==> config.mk <==
export PLATFORM = sky130hd
export DESIGN_NAME = conv_mac_scheduler_flat
export DESIGN_NICKNAME = d
export VERILOG_FILES = /design/src/rtl/conv_mac_scheduler_if.sv /design/src/rtl/conv_mac_scheduler.sv /design/src/flat_wrapper.sv
export SDC_FILE = /design/constraint.sdc
export NUM_CORES = 1
export LEC_CHECK = 0
export ABC_CLOCK_PERIOD_IN_PS = 2600
export BUFFER_PORTS_ARGS = -buffer_cell sky130_fd_sc_hd__buf_2
export CORE_MARGIN = 4
export CORE_UTILIZATION = 35
export CTS_BUF_LIST = sky130_fd_sc_hd__clkbuf_8
export DETAILED_ROUTE_END_ITERATION = 10
export PLACE_DENSITY = 0.5
export SLEW_MARGIN = 25
export SYNTH_ARGS = -nofsm -noshare
export SYNTH_HDL_FRONTEND = slang
export SYNTH_SLANG_ARGS = --single-unit
==> constraint.sdc <==
create_clock -name clk -period 2.6 [get_ports clk]
set_input_delay 0.26 -clock clk [delete_from_list [all_inputs] [get_ports clk]]
set_output_delay 0.26 -clock clk [all_outputs]
set_load 0.01 [all_outputs]
==> src/rtl/conv_mac_scheduler_if.sv <==
// Stream interface for conv_mac_scheduler: the pixel/weight input stream
// and the dot-product result stream, each with a valid/ready handshake.
interface conv_mac_scheduler_if #(
  parameter int ACC_W = 20
);
  logic             in_valid;
  logic             in_ready;
  logic [7:0]       in_pixel;
  logic [7:0]       in_weight;
  logic             out_valid;
  logic             out_ready;
  logic [ACC_W-1:0] out_sum;

  modport master (
    output in_valid, in_pixel, in_weight, out_ready,
    input  in_ready, out_valid, out_sum
  );

  modport slave (
    input  in_valid, in_pixel, in_weight, out_ready,
    output in_ready, out_valid, out_sum
  );
endinterface

==> src/rtl/conv_mac_scheduler.sv <==
// Buffers one convolution window of pixel/weight pairs, then time-shares one
// external 8x8 multiplier to accumulate the dot product and hands it downstream.
module conv_mac_scheduler #(
  parameter int TAPS  = 9,
  parameter int ACC_W = 20
) (
  input  logic                 clk,
  input  logic                 rst,
  conv_mac_scheduler_if.slave  bus,
  output logic [7:0]           mul_a,
  output logic [7:0]           mul_b,
  input  logic [15:0]          mul_c,
  output logic                 busy
);

  localparam int IDX_W = (TAPS > 1) ? $clog2(TAPS) : 1;
  localparam logic [IDX_W-1:0] LAST_IDX = IDX_W'(TAPS - 1);

  typedef enum logic [1:0] {
    S_LOAD,
    S_MAC,
    S_DRAIN,
    S_DONE
  } state_e;

  state_e           state_q, state_d;
  logic [IDX_W-1:0] wr_idx_q, wr_idx_d;
  logic [IDX_W-1:0] rd_idx_q, rd_idx_d;
  logic [ACC_W-1:0] acc_q, acc_d;
  logic [15:0]      prod_q, prod_d;
  logic             prod_v_q, prod_v_d;

  logic             in_ready_q, in_ready_d;
  logic             out_valid_q, out_valid_d;
  logic             busy_q, busy_d;
  logic [7:0]       mul_a_q, mul_a_d;
  logic [7:0]       mul_b_q, mul_b_d;

  logic [7:0]       pix_buf_q [TAPS];
  logic [7:0]       wt_buf_q  [TAPS];
  logic             buf_we;

  logic [ACC_W-1:0] prod_ext;
  assign prod_ext = {{(ACC_W-16){1'b0}}, prod_q};

  always_comb begin
    state_d  = state_q;
    wr_idx_d = wr_idx_q;
    rd_idx_d = rd_idx_q;
    acc_d    = acc_q;
    prod_d   = prod_q;
    prod_v_d = prod_v_q;
    buf_we   = 1'b0;

    case (state_q)
      S_LOAD: begin
        if (bus.in_valid) begin
          buf_we = 1'b1;
          if (wr_idx_q == LAST_IDX) begin
            wr_idx_d = '0;
            state_d  = S_MAC;
            rd_idx_d = '0;
            acc_d    = '0;
            prod_v_d = 1'b0;
          end else begin
            wr_idx_d = wr_idx_q + IDX_W'(1);
          end
        end
      end
      S_MAC: begin
        // The product registered on the previous edge is folded in while
        // the multiplier works on the current tap.
        prod_d   = mul_c;
        prod_v_d = 1'b1;
        if (prod_v_q) acc_d = acc_q + prod_ext;
        if (rd_idx_q == LAST_IDX) begin
          rd_idx_d = '0;
          state_d  = S_DRAIN;
        end else begin
          rd_idx_d = rd_idx_q + IDX_W'(1);
        end
      end
      S_DRAIN: begin
        acc_d    = acc_q + prod_ext;
        prod_v_d = 1'b0;
        state_d  = S_DONE;
      end
      S_DONE: begin
        if (bus.out_ready) begin
          state_d  = S_LOAD;
          wr_idx_d = '0;
        end
      end
      default: state_d = S_LOAD;
    endcase
  end

  // Outputs are registered from the next state so they line up with state_q.
  // The operand for the next MAC cycle is read from the buffer ahead of time;
  // on LOAD->MAC the slot being written is the last one, never slot 0.
  always_comb begin
    in_ready_d  = (state_d == S_LOAD);
    out_valid_d = (state_d == S_DONE);
    busy_d      = (state_d != S_LOAD);
    mul_a_d     = '0;
    mul_b_d     = '0;
    if (state_d == S_MAC) begin
      mul_a_d = pix_buf_q[rd_idx_d];
      mul_b_d = wt_buf_q[rd_idx_d];
    end
  end

  always_ff @(posedge clk) begin
    if (rst) begin
      state_q     <= S_LOAD;
      wr_idx_q    <= '0;
      rd_idx_q    <= '0;
      acc_q       <= '0;
      prod_q      <= '0;
      prod_v_q    <= 1'b0;
      in_ready_q  <= 1'b1;
      out_valid_q <= 1'b0;
      busy_q      <= 1'b0;
      mul_a_q     <= '0;
      mul_b_q     <= '0;
    end else begin
      state_q     <= state_d;
      wr_idx_q    <= wr_idx_d;
      rd_idx_q    <= rd_idx_d;
      acc_q       <= acc_d;
      prod_q      <= prod_d;
      prod_v_q    <= prod_v_d;
      in_ready_q  <= in_ready_d;
      out_valid_q <= out_valid_d;
      busy_q      <= busy_d;
      mul_a_q     <= mul_a_d;
      mul_b_q     <= mul_b_d;
    end
  end

  // Window storage carries no reset; stale contents are always overwritten
  // before the next MAC phase reads them.
  always_ff @(posedge clk) begin
    if (!rst && buf_we) begin
      pix_buf_q[wr_idx_q] <= bus.in_pixel;
      wt_buf_q[wr_idx_q]  <= bus.in_weight;
    end
  end

  assign bus.in_ready  = in_ready_q;
  assign bus.out_valid = out_valid_q;
  assign bus.out_sum   = acc_q;
  assign mul_a         = mul_a_q;
  assign mul_b         = mul_b_q;
  assign busy          = busy_q;

endmodule

==> src/flat_wrapper.sv <==
// flat-port wrapper written by rule: the top's interface ports become plain ports
module conv_mac_scheduler_flat 
#(
  parameter int TAPS  = 9,
  parameter int ACC_W = 20
)
  (clk, rst, mul_a, mul_b, mul_c, busy, bus_in_valid, bus_in_pixel, bus_in_weight, bus_out_ready, bus_in_ready, bus_out_valid, bus_out_sum);
  conv_mac_scheduler_if #(.ACC_W(ACC_W)) bus_i ();
  input  logic clk;
  input  logic rst;
  output logic [7:0] mul_a;
  output logic [7:0] mul_b;
  input  logic [15:0] mul_c;
  output logic busy;
  input wire logic [$bits(bus_i.in_valid)-1:0] bus_in_valid;
  input wire logic [$bits(bus_i.in_pixel)-1:0] bus_in_pixel;
  input wire logic [$bits(bus_i.in_weight)-1:0] bus_in_weight;
  input wire logic [$bits(bus_i.out_ready)-1:0] bus_out_ready;
  output wire logic [$bits(bus_i.in_ready)-1:0] bus_in_ready;
  output wire logic [$bits(bus_i.out_valid)-1:0] bus_out_valid;
  output wire logic [$bits(bus_i.out_sum)-1:0] bus_out_sum;
  assign bus_i.in_valid = bus_in_valid;
  assign bus_i.in_pixel = bus_in_pixel;
  assign bus_i.in_weight = bus_in_weight;
  assign bus_i.out_ready = bus_out_ready;
  assign bus_in_ready = bus_i.in_ready;
  assign bus_out_valid = bus_i.out_valid;
  assign bus_out_sum = bus_i.out_sum;
  conv_mac_scheduler #(.TAPS(TAPS), .ACC_W(ACC_W)) u_core (.clk(clk), .rst(rst), .bus(bus_i), .mul_a(mul_a), .mul_b(mul_b), .mul_c(mul_c), .busy(busy));
endmodule
==> results of run 1 <==
[state kept, by name, indices dropped and copies added (netlist names)]
| signal | cells |
|---|---|
| u_core.bus.in_ready | 1 |
| u_core.bus.out_sum | 20 |
| u_core.bus.out_valid | 1 |
| u_core.busy | 1 |
| u_core.mul_a | 8 |
| u_core.mul_b | 8 |
| u_core.pix_buf_q | 72 |
| u_core.prod_q | 16 |
| u_core.prod_v_q | 1 |
| u_core.rd_idx_q | 4 |
| u_core.state_q | 2 |
| u_core.wr_idx_q | 4 |
| u_core.wt_buf_q | 72 |
[final cells by class]
| class | instances | area share |
|---|---|---|
| timing repair buffer | 144 | 0.0888 |
| sequential | 210 | 0.503 |
| clock inverter | 28 | 0.0129 |
| clock buffer | 41 | 0.0503 |
| inverter | 18 | 0.00602 |
| multi-input combinational | 488 | 0.301 |
| tap | 335 | 0.0374 |
[worst paths after layout]
path                                                           end                          startpoint  slack [ns]
worst min register to register  u_core.bus.out_sum[4]$_SDFFE_PP0P_  u_core.bus.out_sum[4]$_SDFFE_PP0P_        0.48
worst max register to register          u_core.mul_b[2]$_SDFF_PP0_     u_core.wr_idx_q[0]$_SDFFE_PP0P_        0.13
worst min-delay path              u_core.pix_buf_q[2][4]$_DFFE_PP_                     bus_in_pixel[4]        0.03
worst max-delay path                    u_core.mul_b[2]$_SDFF_PP0_     u_core.wr_idx_q[0]$_SDFFE_PP0P_        0.13
[synth_stat cells, types with 6 or more instances]
library cell	count	area, um^2
buf_2	15	75.1
a22oi_1	14	105
dfxtp_1	66	1320
nand2_1	44	165
a21oi_1	43	215
and2_1	9	56.3
a221oi_2	10	150
nand3_1	65	325
inv_1	17	63.8
ha_1	26	325
and3_1	8	50.1
mux2i_1	22	220
nor2_1	59	221
nor2b_1	6	37.5
nand2b_1	9	56.3
a221oi_1	7	61.3
nor3_1	7	35.0
a21o_1	14	105
o21ai_0	47	235
a2111oi_2	10	150
clkbuf_1	17	63.8
edfxtp_1	144	4320
[cell usage in the layout (no fill, tap or decap), drive strengths merged, types with 9 or more instances in the layout]
cell | netlist | routed
ha | 26 | 26
a21o | 14 | 14
nand3 | 66 | 66
a221oi | 17 | 17
clkbuf | 17 | 41
a21oi | 45 | 45
o21ai | 51 | 51
mux2i | 22 | 22
dlygate4sd3 | 0 | 20
a2111oi | 15 | 15
nand2 | 45 | 45
buf | 23 | 124
nand2b | 9 | 9
nor2 | 60 | 60
edfxtp | 144 | 144
dfxtp | 66 | 66
and2 | 9 | 9
inv | 18 | 40
a22oi | 14 | 14
[worst max-delay path: cells and delay by family, from the launching register on]
family          cells  cell delay, ns
compound gates      4            0.89
flops               1            0.33
fa+ha+maj           1            0.26
simple gates        2            0.44
buf+inv             3            0.42
[through the flow]
step                total power [mW]  utilization  hold slack, ns  std cells
global placement                4.71        0.395           0.457       1175
detailed placement              4.72        0.395           0.465       1175
global route                    7.96        0.431          0.0144       1264
finish                          7.58        0.431          0.0321       1264
CTS                             7.70        0.430         0.00439       1264
floorplan                       4.36            -           0.359        756
[cells by family after synthesis]
logic type | synth area share
buffers and inverters | 0.0291
AND/OR/NAND/NOR | 0.130
adder cells (fa/ha/maj) | 0.0372
XOR/XNOR | 0.00756
AO/OA/AOI/OAI | 0.161
multiplexers | 0.0262
flip-flops | 0.609
[repair_timing]
item,in CTS,in global routing
setup endpoints to repair,0,6
hold buffers,20,0
setup buffers,0,0
hold endpoints to repair,46,0
gates resized for setup,0,5
[where the power goes]
group / leakage (nW) / switching [mW] / total [mW] / internal [mW]
clock network: 0.438 / 1.36 / 2.91 / 1.56
logic: 1.95 / 0.602 / 0.976 / 0.374
registers: 1.83 / 0.0349 / 3.69 / 3.66
[per-layer routing]
layer  share of wire  global-route usage  vias to the layer above
met5               0                   0                        -
met4           0.018              0.0444                        0
met3           0.043              0.0328                       32
met2            0.46               0.263                      141
met1            0.48               0.233                     3162
li1                -                   -                     3174
==> results_dict.tcl, run 1 <==
set metrics [dict create \
    r2r.worst_path.cells 10 \
    finalCritPeriodShare 0.952 \
    core_um2 26100 \
    port_buffers 74 \
    clock-sinks 210 \
    grt_max_degree 32 \
    synth_warnings 0 \
    finalWirelength_um 23800 \
    end_kind "flip-flop" \
    setup_ws_ns 0.125 \
    postSynthAreaPerCell_um2 12.3 \
    critPathKind "reg -> reg" \
    cts_buffers 38 \
    fill_cells 2509 \
    grt_util_all_layers 0.166 \
    status "finished, final reports clean" \
    cts.clk_slew.worst_paths_ns 0.06 \
    cp_data_required_time_ns 3.00 \
    ys.flop_type "edfxtp_1" \
    peakVddDrop_uv 338 \
    die-width_um 171 \
    multi_input_area_um2 3380 \
    grt_first_pass_wirelength_um 37700 \
    synth_area_um2 9270 \
    ys_ff_latch 210 \
    dr_total_vias 6509 \
    antenna_found_initial 0 \
    clk_latency_ns 0.53 \
    p_leak_nw 4.23 \
    overflow 0 \
    synthDistinctLibCells 75 \
    ys_seq_area_frac 0.609 \
    start_kind "flip-flop" \
    wl_per_cell_um 18.8 \
    setup_viol_count_final 0 \
    powerDensity_nw_per_um2 676 \
    slew_headroom 0.511 \
    worst_pin_slew_ns 0.732 \
    cts_max_level 2 \
    drive_gt1_frac 0.235 \
    syn_to_final_growth_pct 21.0 \
    regArea_um2 5650 \
    first_pass_iters 5 \
    cap_viol_max_count 0 \
    pin_count 75 \
    fin_skew_ns 0.0213 \
    synth_edf_count 144 \
    arrival_ns 2.87 \
    place_hpwl_um 14900 \
    cts_tree "yes" \
    setup_tns_ns 0 \
    synth_nets 819 \
    worstPathCellList "inv_1 > ha_1 > and4b_2 > o21ai_4 > a21oi_2 > buf_12 > nor2_4 > buf_4 > a22oi_1 > a2111oi_2" \
    grt_pass1_vias 6727 \
    dp_worst_setup_slack_ns 0.123 \
    rsz0062_at_grt "false" \
    min_path_cells 1 \
    async_flop_share 0 \
    place_congestion 0.764 \
    min_path_type "in -> reg" \
    max_stage_delay_ns 0.42 \
    first_iter_violations 379 \
    hold_viol 0 \
    syn-instance-count 756 \
    final_max_slew_viol_count 0 \
    dpl-instance-area_um2 10300 \
    fin_crit_ns 2.47 \
    drc 0 \
    cts_buffer_depth 3 \
    dieHeight_um 171 \
    critPathMaxFanout 14 \
    vias_per_cell 5.15 \
    antenna_left 0 \
    fin_nets 963 \
    cp_slowest_cell "a2111oi_2" \
    finalInstanceArea_um2 11200 \
    cts-root-buf "clkbuf_8" \
    dieArea_um2 29200 \
    row_count 59 \
    fmax_mhz 404 \
    start_util 0.356 \
    diodes 0 \
]
(Power assumes the default switching activity.)
==> inputs of run 2 (changes only) <==
Settings changed: ABC_CLOCK_PERIOD_IN_PS 2600 to default, CORE_UTILIZATION 35 to 30, PLACE_DENSITY 0.5 to 0.48.
==> results_dict.tcl, run 2 (same netlist as run 1, synthesis figures left out) <==
set metrics [dict create \
    slew_headroom 0.508 \
    drc 0 \
    cts_max_level 2 \
    dieArea_um2 33800 \
    cts.clk_slew.worst_paths_ns 0.06 \
    start_util 0.304 \
    status "finished, final reports clean" \
    worst-path-buf-inv 1 \
    cap_viol_max_count 0 \
    grt_util_all_layers 0.144 \
    cp_slowest_cell "fa_1" \
    first_iter_violations 372 \
    grt_pass1_vias 6712 \
    dr_total_vias 6526 \
    port_buffers 74 \
    hold_viol 0 \
    finalCritPeriodShare 0.956 \
    fill_cells 2972 \
    fin_skew_ns 0.0255 \
    fin_nets 972 \
    max_stage_delay_ns 0.38 \
    cp_data_required_time_ns 3.00 \
    cts_buffer_depth 3 \
    setup_tns_ns 0 \
    dieHeight_um 184 \
    final_cell_mix "edfxtp_1 (144), buf_2 (74), nand3_1 (65)" \
    grt_max_degree 32 \
    final_cells 1337 \
    pin_count 75 \
    core_um2 30500 \
    worstPathCellList "ha_2 > inv_1 > fa_1 > nand2b_4 > a21o_1 > a211o_1 > a221oi_2 > o211ai_1 > mux2i_1" \
    cts-root-buf "clkbuf_8" \
    regArea_um2 5650 \
    antenna_found_initial 1 \
    place_congestion 0.772 \
    row_count 64 \
    clk_latency_ns 0.54 \
    crit_family "compound AO/OA/AOI/OAI gates" \
    drive_gt1_frac 0.249 \
    fmax_mhz 402 \
    dpl-instance-area_um2 10400 \
    place_hpwl_um 15400 \
    critPathMaxFanout 4 \
    end_kind "flip-flop" \
    start_kind "flip-flop" \
    clock-sinks 210 \
    syn_to_final_growth_pct 24.5 \
    wl_per_cell_um 18.2 \
    p_leak_nw 4.32 \
    cts_tree "yes" \
    die-width_um 184 \
    worst_pin_slew_ns 0.736 \
    place_inst 1234 \
    min_path_type "in -> reg" \
    overflow 0 \
    finalInstanceArea_um2 11500 \
    multi_input_area_um2 3410 \
    vias_per_cell 4.88 \
    mostFrequentLayoutCell "edfxtp_1" \
    grt_first_pass_wirelength_um 38000 \
    final_max_slew_viol_count 0 \
    fin_crit_ns 2.49 \
    cts_buffers 39 \
    peakVddDrop_uv 272 \
    arrival_ns 2.89 \
    finalWirelength_um 24300 \
    powerDensity_nw_per_um2 683 \
    first_pass_iters 5 \
    critPathKind "reg -> reg" \
    antenna_left 0 \
    setup_viol_count_final 0 \
]
==> run 2: stage by stage <==
stage               utilization  worst slack (ns)  hold WS [ns]  power (mW)
finish                    0.378             0.114        0.0290        7.88
global route              0.378           -0.0212        0.0126        8.28
CTS                       0.375            0.0425       0.00145        7.98
detailed placement        0.340            0.0579         0.468        4.72
global placement          0.340             0.118         0.459        4.71
floorplan                     -        -0.0000491         0.359        4.36
==> run 2: final timing paths <==
kind                                           start                                  end  slack (ns)  depth (start not counted)
setup / recovery       u_core.prod_q[0]$_SDFFE_PP0P_  u_core.bus.out_sum[18]$_SDFFE_PP0P_        0.11                          9
hold / removal                      bus_in_weight[1]      u_core.wt_buf_q[4][1]$_DFFE_PP_        0.03                          1
setup reg to reg       u_core.prod_q[0]$_SDFFE_PP0P_  u_core.bus.out_sum[18]$_SDFFE_PP0P_        0.11                          9
hold reg to reg   u_core.bus.out_sum[0]$_SDFFE_PP0P_   u_core.bus.out_sum[0]$_SDFFE_PP0P_        0.47                          2
==> run 2: cell type report <==
| cell class | count | area share |
|---|---|---|
| antenna | 1 | 0.000217 |
| clock buffer | 53 | 0.0632 |
| clock inverter | 19 | 0.00737 |
| inverter | 18 | 0.00585 |
| multi-input combinational | 488 | 0.295 |
| sequential | 210 | 0.489 |
| tap | 396 | 0.0429 |
| timing repair buffer | 152 | 0.0958 |
==> run 2: repair_timing <==
action	CTS	global route
setup buffers	0	4
hold buffers	26	0
gates resized for setup	0	16
endpoints found under the setup margin	0	8
endpoints found under the hold margin	81	0
==> run 2: worst register-to-register path, cell delays in order, from the launching register on <==
cell and delay (ns):
dfxtp_1 0.34, ha_2 0.20, inv_1 0.05, fa_1 0.38, nand2b_4 0.17, a21o_1 0.19, a211o_1 0.36, a221oi_2 0.32
o211ai_1 0.18, mux2i_1 0.15
==> run 2: power breakdown <==
group	internal, mW	switching (mW)
registers	3.66	0.0340
logic	0.393	0.606
clock network	1.82	1.37
==> run 2: routing by layer <==
layer / wire, um / part of all wire / global-route usage / up-vias
met4: 470 / 0.019 / 0.0438 / 0
met3: 1330 / 0.055 / 0.0330 / 34
met2: 11400 / 0.47 / 0.233 / 148
li1: - / - / - / 3190
met5: 0 / 0 / 0 / -
met1: 11100 / 0.46 / 0.193 / 3154
==> inputs of run 3 (changes only) <==
Settings changed: PLACE_DENSITY 0.48 to 0.5.
==> results_dict.tcl, run 3 (same netlist as run 1, synthesis figures left out) <==
set metrics [dict create \
    status "finished, final reports clean" \
    first_iter_violations 366 \
    start_kind "flip-flop" \
    place_congestion 0.827 \
    arrival_ns 2.84 \
    crit_family "compound AO/OA/AOI/OAI gates" \
    fin_crit_ns 2.43 \
    grt_max_degree 32 \
    slew_headroom 0.655 \
    fin_skew_ns 0.0256 \
    post_cts_buffers 0 \
    place_inst 1233 \
    powerDensity_nw_per_um2 677 \
    dieHeight_um 184 \
    grt_util_all_layers 0.143 \
    final_cells 1333 \
    finalWirelength_um 24200 \
    setup_tns_ns 0 \
    fin_nets 969 \
    hold_viol 0 \
    cts_buffer_depth 3 \
    end_kind "flip-flop" \
    start_util 0.304 \
    drc 0 \
    grt_first_pass_wirelength_um 38300 \
    antenna_found_initial 1 \
    syn_to_final_growth_pct 23.8 \
    fmax_mhz 411 \
    cts_max_level 2 \
    grtUsageMet1 0.196 \
    multi_input_area_um2 3400 \
    peakVddDrop_uv 297 \
    diodes 0 \
    dr_total_vias 6567 \
    cts-root-buf "clkbuf_8" \
    vias_per_cell 4.93 \
    antenna_left 0 \
    final_max_slew_viol_count 0 \
    cp_slowest_cell "dfxtp_1" \
    overflow 0 \
    utilization 0.376 \
    clock-sinks 210 \
    drive_gt1_frac 0.234 \
    wl_per_cell_um 18.2 \
    grt_busiest_layer "met2" \
    die-width_um 184 \
    finalCritPeriodShare 0.936 \
    p_leak_nw 4.26 \
    cap_viol_max_count 0 \
    dieArea_um2 33800 \
    cts.clk_slew.worst_paths_ns 0.06 \
    max_stage_delay_ns 0.41 \
    worst-path-buf-inv 2 \
    clk_latency_ns 0.55 \
    core_um2 30500 \
    rsz0062_at_grt "false" \
    cts_tree "yes" \
    regArea_um2 5650 \
    critPathKind "reg -> reg" \
    mostFrequentLayoutCell "edfxtp_1" \
    setup_viol_count_final 0 \
    fill_cells 2959 \
    final_cell_mix "edfxtp_1 (144), buf_2 (74), dfxtp_1 (66)" \
    first_pass_iters 5 \
    place_hpwl_um 15400 \
    grt_use_met3 0.0287 \
    critPathMaxFanout 14 \
    power_mw 7.77 \
    cts_buffers 39 \
    cp_data_required_time_ns 3.01 \
    pin_count 75 \
    row_count 64 \
    min_path_type "in -> reg" \
    use_met2 0.230 \
    worst_pin_slew_ns 0.515 \
    grt_pass1_vias 6856 \
    port_buffers 74 \
    worstPathCellList "inv_1 > ha_1 > or2_2 > o21ai_4 > a21oi_2 > o32ai_2 > buf_12 > a221oi_1 > a2111oi_1" \
]
run 3: cell types whose count changed in the layout (fill, tap and decap cells not counted), sizes merged:
| cell | change |
|---|---|
| clkinv | +5 |
| bufinv | +1 |
| buf | -5 |
| clkinvlp | -1 |
| diode | -1 |
| clkbuf | -10 |
| dlygate4sd3 | +2 |
| inv | +5 |
run 3: where the power goes:
part | switching (mW) | total [mW] | leakage (nW) | internal, mW
clock | 1.42 | 3.07 | 0.453 | 1.65
combinational | 0.601 | 1.01 | 1.98 | 0.405
sequential | 0.0353 | 3.69 | 1.83 | 3.66
total | 2.06 | 7.77 | 4.26 | 5.71
run 3: layer usage:
layer / wire length [um] / share of wire / up-vias
met5: 13 / 0.00054 / -
met4: 484 / 0.020 / 2
met3: 1380 / 0.057 / 39
met2: 11300 / 0.46 / 160
met1: 11100 / 0.46 / 3174
li1: - / - / 3192
run 3: through the flow:
step           setup WS (ns)  instance area [um^2]  hold slack [ns]
5_1_grt               0.0185                 11500           0.0366
3_3_place_gp           0.166                 10400            0.459
6_report               0.167                 11500           0.0422
3_5_place_dp           0.141                 10400            0.470
2_1_floorplan     -0.0000491                  9280            0.359
4_1_cts                0.100                 11400           0.0219
run 3: path summary, 6_finish.rpt:
check,startpoint,end,slack [ns],cells past startpoint
setup / recovery,u_core.state_q[0]$_SDFF_PP0_,u_core.mul_a[7]$_SDFF_PP0_,0.17,9
hold / removal,bus_in_pixel[7],u_core.pix_buf_q[8][7]$_DFFE_PP_,0.04,1
setup reg to reg,u_core.state_q[0]$_SDFF_PP0_,u_core.mul_a[7]$_SDFF_PP0_,0.17,9
hold reg to reg,u_core.bus.out_sum[7]$_SDFFE_PP0P_,u_core.bus.out_sum[7]$_SDFFE_PP0P_,0.48,2
run 3: final cells by class:
| cell class | count | area share |
|---|---|---|
| Clock buffer | 43 | 0.0516 |
| Timing Repair Buffer | 149 | 0.0968 |
| Clock inverter | 29 | 0.0147 |
| Multi-Input combinational cell | 488 | 0.296 |
| Tap cell | 396 | 0.0432 |
| Sequential cell | 210 | 0.492 |
| Inverter | 18 | 0.00589 |
run 3: what timing repair did:
| action | in CTS | in global routing |
|---|---|---|
| endpoints found under the setup margin | 0 | 18 |
| hold endpoints to repair | 105 | 0 |
| hold buffers | 28 | 0 |
| gates resized for setup | 0 | 9 |
